**src/rtl/pid_pkg.sv**
```systemverilog
`default_nettype none
// ============================================================================
// Module      : pid_pkg
// Description : Shared widths, default gains and FSM state encoding for the
//               PID sequencer.
// Revision    : 1.0 - initial release
// ============================================================================
package pid_pkg;

    localparam int ERR_W  = 9;          // setpoint - feedback, signed
    localparam int DIFF_W = ERR_W + 1;  // error - prev_error, signed
    localparam int INT_W  = 16;         // integral accumulator, signed
    localparam int SUM_W  = 20;         // P + I + D, signed

    localparam logic [7:0] DEF_KP        = 8'd16;
    localparam logic [7:0] DEF_KI        = 8'd2;
    localparam logic [7:0] DEF_KD        = 8'd1;
    localparam int         DEF_OUT_SHIFT = 4;

    typedef enum logic [2:0] {
        IDLE    = 3'd0,
        WAIT_FB = 3'd1,
        MUL_P   = 3'd2,
        MUL_I   = 3'd3,
        MUL_D   = 3'd4,
        SUM     = 3'd5,
        OUT     = 3'd6
    } pid_state_e;

endpackage
`default_nettype wire

```
**src/rtl/pid_sample_timer.sv**
```systemverilog
`default_nettype none
// ============================================================================
// Module      : pid_sample_timer
// Description : Down-counting sample timer; ticks at zero and reloads from
//               sample_div. Holds its count while ena is low.
// Revision    : 1.0 - initial release
// ============================================================================
module pid_sample_timer (
    input  logic       clk,
    input  logic       rst_n,
    input  logic       ena,
    input  logic [7:0] sample_div,
    output logic       tick
);

    logic [7:0] r_count;

    // Count down while enabled, reloading the period on the tick cycle.
    always_ff @(posedge clk or negedge rst_n) begin
        if (!rst_n) begin
            r_count <= 8'd0;
        end else if (ena) begin
            if (r_count == 8'd0) begin
                r_count <= sample_div;
            end else begin
                r_count <= r_count - 8'd1;
            end
        end
    end

    assign tick = ena && (r_count == 8'd0);

endmodule
`default_nettype wire

```
**src/rtl/pid_sequencer.sv**
```systemverilog
`default_nettype none
// ============================================================================
// Module      : pid_sequencer
// Description : Time-multiplexed PID controller. One shared signed multiplier
//               steps through P, I and D terms per sample, then the sum is
//               scaled, clamped to 0..255 and presented on control.
// Revision    : 1.0 - initial release
// ============================================================================
module pid_sequencer
    import pid_pkg::*;
#(
    parameter logic [7:0] KP        = DEF_KP,
    parameter logic [7:0] KI        = DEF_KI,
    parameter logic [7:0] KD        = DEF_KD,
    parameter int         OUT_SHIFT = DEF_OUT_SHIFT
) (
    input  logic       clk,
    input  logic       rst_n,
    input  logic       ena,
    input  logic       clr,
    input  logic [7:0] sample_div,
    input  logic [7:0] setpoint,
    input  logic [7:0] feedback,
    input  logic       fb_valid,
    output logic       sample_req,
    output logic [7:0] control,
    output logic       ctrl_valid,
    output logic       busy,
    output logic       overrun
);

    localparam logic signed [SUM_W-1:0] c_int_max  = SUM_W'(32767);
    localparam logic signed [SUM_W-1:0] c_int_min  = SUM_W'(-32768);
    localparam logic signed [SUM_W-1:0] c_ctrl_max = SUM_W'(255);

    pid_state_e                r_state;
    pid_state_e                w_next_state;
    logic                      w_tick;

    logic signed [ERR_W-1:0]   r_error;
    logic signed [ERR_W-1:0]   r_prev_error;
    logic signed [INT_W-1:0]   r_integral;
    logic signed [SUM_W-1:0]   r_p_term;
    logic signed [SUM_W-1:0]   r_d_term;
    logic [7:0]                r_control;
    logic                      r_overrun;

    logic signed [ERR_W-1:0]   w_err_new;
    logic signed [DIFF_W-1:0]  w_diff;
    logic [7:0]                w_gain;
    logic signed [DIFF_W-1:0]  w_mul_op;
    logic signed [SUM_W-1:0]   w_gain_ext;
    logic signed [SUM_W-1:0]   w_op_ext;
    logic signed [SUM_W-1:0]   w_product;
    logic signed [SUM_W-1:0]   w_int_ext;
    logic signed [SUM_W-1:0]   w_int_sum;
    logic signed [INT_W-1:0]   w_int_sat;
    logic signed [SUM_W-1:0]   w_pid_sum;
    logic signed [SUM_W-1:0]   w_shifted;
    logic [7:0]                w_clamped;

    pid_sample_timer u_timer (
        .clk        (clk),
        .rst_n      (rst_n),
        .ena        (ena),
        .sample_div (sample_div),
        .tick       (w_tick)
    );

    // Operand arithmetic: both sides zero-extended to 9 bits so the
    // difference is always representable as 9-bit signed.
    assign w_err_new = {1'b0, setpoint} - {1'b0, feedback};
    assign w_diff    = {r_error[ERR_W-1], r_error} - {r_prev_error[ERR_W-1], r_prev_error};

    // Select gain and operand for the shared multiplier by FSM phase.
    always_comb begin
        w_gain   = 8'd0;
        w_mul_op = '0;
        case (r_state)
            MUL_P: begin
                w_gain   = KP;
                w_mul_op = {r_error[ERR_W-1], r_error};
            end
            MUL_I: begin
                w_gain   = KI;
                w_mul_op = {r_error[ERR_W-1], r_error};
            end
            MUL_D: begin
                w_gain   = KD;
                w_mul_op = w_diff;
            end
            default: ;
        endcase
    end

    // Gains are unsigned; extend them with zeros, the operand with its sign.
    assign w_gain_ext = {{(SUM_W-8){1'b0}}, w_gain};
    assign w_op_ext   = {{(SUM_W-DIFF_W){w_mul_op[DIFF_W-1]}}, w_mul_op};
    assign w_product  = w_gain_ext * w_op_ext;

    // Integral accumulate with saturation at the 16-bit signed limits.
    assign w_int_ext = {{(SUM_W-INT_W){r_integral[INT_W-1]}}, r_integral};
    assign w_int_sum = w_int_ext + w_product;
    assign w_int_sat = (w_int_sum > c_int_max) ? INT_W'(32767)  :
                       (w_int_sum < c_int_min) ? INT_W'(-32768) :
                       w_int_sum[INT_W-1:0];

    // Final sum uses the integral already updated in MUL_I of this sample.
    assign w_pid_sum = r_p_term + w_int_ext + r_d_term;
    assign w_shifted = w_pid_sum >>> OUT_SHIFT;
    assign w_clamped = w_shifted[SUM_W-1]        ? 8'd0   :
                       (w_shifted > c_ctrl_max)  ? 8'd255 :
                       w_shifted[7:0];

    // FSM state register.
    always_ff @(posedge clk or negedge rst_n) begin
        if (!rst_n) begin
            r_state <= IDLE;
        end else begin
            r_state <= w_next_state;
        end
    end

    // Next-state and state-decoded outputs.
    always_comb begin
        w_next_state = r_state;
        sample_req   = 1'b0;
        ctrl_valid   = 1'b0;
        busy         = (r_state != IDLE);
        case (r_state)
            IDLE:    if (w_tick) w_next_state = WAIT_FB;
            WAIT_FB: begin
                sample_req = 1'b1;
                if (fb_valid) w_next_state = MUL_P;
            end
            MUL_P:   w_next_state = MUL_I;
            MUL_I:   w_next_state = MUL_D;
            MUL_D:   w_next_state = SUM;
            SUM:     w_next_state = OUT;
            OUT: begin
                ctrl_valid   = 1'b1;
                w_next_state = IDLE;
            end
            default: w_next_state = IDLE;
        endcase
    end

    // Datapath registers; clr overrides the integral/prev_error updates.
    always_ff @(posedge clk or negedge rst_n) begin
        if (!rst_n) begin
            r_error      <= '0;
            r_prev_error <= '0;
            r_integral   <= '0;
            r_p_term     <= '0;
            r_d_term     <= '0;
            r_control    <= 8'd0;
        end else begin
            if (r_state == WAIT_FB && fb_valid) r_error <= w_err_new;
            if (r_state == MUL_P)               r_p_term <= w_product;
            if (r_state == MUL_D)               r_d_term <= w_product;
            if (r_state == SUM)                 r_control <= w_clamped;
            if (clr) begin
                r_integral   <= '0;
                r_prev_error <= '0;
            end else begin
                if (r_state == MUL_I) r_integral   <= w_int_sat;
                if (r_state == SUM)   r_prev_error <= r_error;
            end
        end
    end

    // Sticky overrun: a tick arriving while a sample is still in progress.
    always_ff @(posedge clk or negedge rst_n) begin
        if (!rst_n) begin
            r_overrun <= 1'b0;
        end else if (clr) begin
            r_overrun <= 1'b0;
        end else if (w_tick && r_state != IDLE) begin
            r_overrun <= 1'b1;
        end
    end

    assign control = r_control;
    assign overrun = r_overrun;

endmodule
`default_nettype wire

```
**config.mk**
```make
export PLATFORM = sky130hd
export DESIGN_NAME = pid_sequencer
export DESIGN_NICKNAME = d
export VERILOG_FILES = /design/src/rtl/pid_pkg.sv /design/src/rtl/pid_sample_timer.sv /design/src/rtl/pid_sequencer.sv
export SDC_FILE = /design/constraint.sdc
export NUM_CORES = 1
export LEC_CHECK = 0
export BUFFER_PORTS_ARGS = -buffer_cell sky130_fd_sc_hd__buf_2
export CAP_MARGIN = 0
export CORE_ASPECT_RATIO = 1.2
export CORE_MARGIN = 2
export CORE_UTILIZATION = 55
export DETAILED_ROUTE_END_ITERATION = 6
export PLACE_DENSITY = 0.84
export SLEW_MARGIN = 5
export SYNTH_ARGS = -nofsm -noshare
export SYNTH_HDL_FRONTEND = slang
export SYNTH_SLANG_ARGS = --single-unit
export TNS_END_PERCENT = 30
```
**constraint.sdc**
```tcl
create_clock -name clk -period 14.9 [get_ports clk]
set_input_delay 1.49 -clock clk [delete_from_list [all_inputs] [get_ports clk]]
set_output_delay 1.49 -clock clk [all_outputs]
set_load 0.05 [all_outputs]
```
==> metrics.txt <==
Die Ht=128 µm; IO Count=41; TritonRoute pass-1 iters=7; Clock Path Buffers=2; total clock sinks=86; register bit total from synthesis=86; vias in the first global route=5384; GRT Overall Usage=21.6%; MaxCap Viol Count=0; post-synth top area cell=dfrtp_1; root buf cell=clkbuf_16; core area=12600 µm²; routed vias=5487; Max-slew headroom=35.9%; Leak=4.06 nW; total power divided by cell area=173 nW/µm²; Setup crit start kind=register; P_int=717 µW; CTS resizes=0; width of the die=107 µm; share of layout cells above drive strength 1=10.5%; final clock skew=0.00609 ns; sequential share of power=29.0%; met3 WL=398 µm; Die Area=13800 µm²; Post-CTS Setup Inserts=0; Final setup viols=0; Tcrit/Tclk final=47.7%; Rows=45; # port buffers=40; RSZ-0062 raised after global routing=false; Wirelength per Cell=14.6 µm; YS warnings=0; CP max FO=11; Synth Area per Inst=9.17 µm²; data required time of the critical path=15.13 ns; Crit Reg-Reg Startpoint=r_error[0]; run status=finished clean; vias per cell=5.65; CP top delay family=adder cells; CP peak stage delay=0.50 ns; top-area cell type share of the netlist area=30.5%; final hold violation count=0; worst r2r dst=r_integral[5]; Met1 Wirelength=6220 µm; clock share of power=16.1%; Worst path most repeated cell=ha_1; sw frac=45.8%; FFs w/ async S/R, synth=100%; WS Path Type=reg -> reg; total CTS buffers=9; number of library cell types mapped by synthesis=61; Worst Hold End=r_p_term[0]; Synth Flop Type=dfrtp_1; HP Class=reg -> reg; clock slew at reported path FFs=0.06 ns; number of synthesized flops with an enable pin=0; fmax=141 MHz; worst hold path cell count=1; Peak VDD IR=92.9 µV; number of fillers in the final layout=1080; Post-Syn Nets=915; Hold Worst Slack=0.496 ns; post-synthesis sequential area ratio=30.5%; Synth Instances=770; Final #Nets=947; Clk Latency, worst-skew pair=0.35 ns; Top Layer Used=met4; gr ovfl total=0; initial DRC count=246; gpl congestion=0.928; Min-Delay Startpoint=r_p_term[0]; Synth area leaders=dfrtp_1 (30%), ha_1 (16%), fa_1 (7.9%); Util after Layout=60.7%; largest net degree at the start of global routing=61; fin area=7660 µm²; r2r setup slk=7.80 ns; Hold Buf Count CTS=0; setup_tns=0 ns; H-tree depth=3; initial core utilization=56.0%; minimum clock period=7.10 ns; first-pass GRT wire length=23900 µm; Worst Setup SP=r_error[0]; Slowest-stage cell, CP=fa_1; detailed-route DRC error count=0; antenna violations before repair=0; antenna diode count=0; Final ANT Viol Nets=0; Worst setup EP type=register; Area Overhead vs Synth=8.47%; placed inst area=7380 µm²; buffers plus inverters on the worst setup path=2; CTS tree=done; WL met2=7220 µm; worst-case reg-to-reg path depth=32; Post-DP HPWL=11200 µm; Final Power=1.32 mW; fin. max-slew vios=0; WL final=14200 µm; combinational share of power=54.9%; Worst-Margin Slew=0.959 ns; Mapped Area=7060 µm²; worst path arrival time=7.33 ns; NetSw=606 µW
## placed cells by master (no fill, tap or decap), types with 5 or more instances in the layout
master     instances
nand2_1           92
ha_1              88
dfrtp_1           86
inv_1             73
o21ai_0           62
nor2_1            46
a21oi_1           46
buf_2             39
fa_1              28
xnor2_1           23
and3_1            19
a221o_1           19
xor2_1            18
nor3_1            18
a21o_1            16
nor2b_1           13
clkbuf_16          9
nand2b_1           8
and2_1             7
nand3_1            6
o21a_1             5
o21bai_1           5
or2_2              5
a211oi_1           5
## kinds of logic (layout without fill, tap and decap cells)
| logic type | count (synthesis) | after routing | synth area share (%) |
|---|---|---|---|
| and+or+nand+nor | 228 | 228 | 15.4 |
| AOI/OAI and AO/OA | 199 | 199 | 19.2 |
| adders and majority gates | 117 | 117 | 23.7 |
| buffers and inverters | 94 | 131 | 5.33 |
| DFF | 86 | 86 | 30.5 |
| xor gates and xnor gates | 41 | 41 | 5.08 |
| muxes | 5 | 5 | 0.815 |
## flip-flops by register name, summed over array words and instances, names as in the netlist
signal	count
r_integral	16
u_timer.r_count	8
overrun	1
r_prev_error	9
r_d_term	16
r_p_term	16
r_error	9
control	8
r_state	3
## worst register-to-register path: cells and delay by family (launching register included)
| family | cells | cell delay, ns |
|---|---|---|
| buffers and inverters | 2 | 0.18 |
| adder cells (fa/ha/maj) | 7 | 2.44 |
| AND/OR/NAND/NOR | 6 | 0.94 |
| flip-flops | 1 | 0.37 |
| XOR/XNOR | 3 | 0.47 |
| multiplexers | 1 | 0.29 |
| AO/OA/AOI/OAI | 13 | 2.30 |
## cell usage after synthesis (18+ instances only)
library cell and n:
nor2_1 46, ha_1 88, a221o_1 19, nor3_1 18, dfrtp_1 86, a21oi_1 46, inv_1 73, xor2_1 18
xnor2_1 23, fa_1 28, nand2_1 92, o21ai_0 62, and3_1 19
## metrics by stage
step	setup slack (ns)	std cells
floorplan	8.69	770
global placement	8.06	955
detailed placement	7.84	955
CTS	7.83	971
global route	7.29	971
finish	7.80	971
## how the worst max path moves through the flow
stage / end / slack (ns) / cells past startpoint
2_1_floorplan: r_integral[5] / 8.69 / 33
3_3_place_gp: r_integral[5] / 8.06 / 32
3_5_place_dp: r_integral[10] / 7.84 / 32
4_1_cts: r_integral[5] / 7.83 / 32
5_1_grt: r_integral[14] / 7.29 / 33
6_report: r_integral[5] / 7.80 / 32
## cell type report
type / instances / area [µm²] / area share (%)
Sequential cell: 86 / 2150 / 28.1
Clock inverter: 5 / 35.0 / 0.457
Multi-Input combinational cell: 590 / 4530 / 59.2
Tap cell: 164 / 205 / 2.68
Inverter: 73 / 274 / 3.58
Timing Repair Buffer: 42 / 218 / 2.84
Clock buffer: 11 / 243 / 3.17
## metal layers
| metal | GRT usage, % | up-vias |
|---|---|---|
| met5 | 0 | - |
| met2 | 38.8 | 104 |
| met3 | 3.10 | 24 |
| li1 | - | 2738 |
| met1 | 25.9 | 2621 |
| met4 | 8.97 | 0 |
## power groups by stage
stage	clock network, mW	logic (mW)	registers, mW
floorplan	0	0.550	0.405
global placement	0	0.698	0.383
detailed placement	0	0.723	0.387
CTS	0.215	0.730	0.383
global route	0.225	0.816	0.395
finish	0.213	0.727	0.383
(Power assumes the default switching activity.)
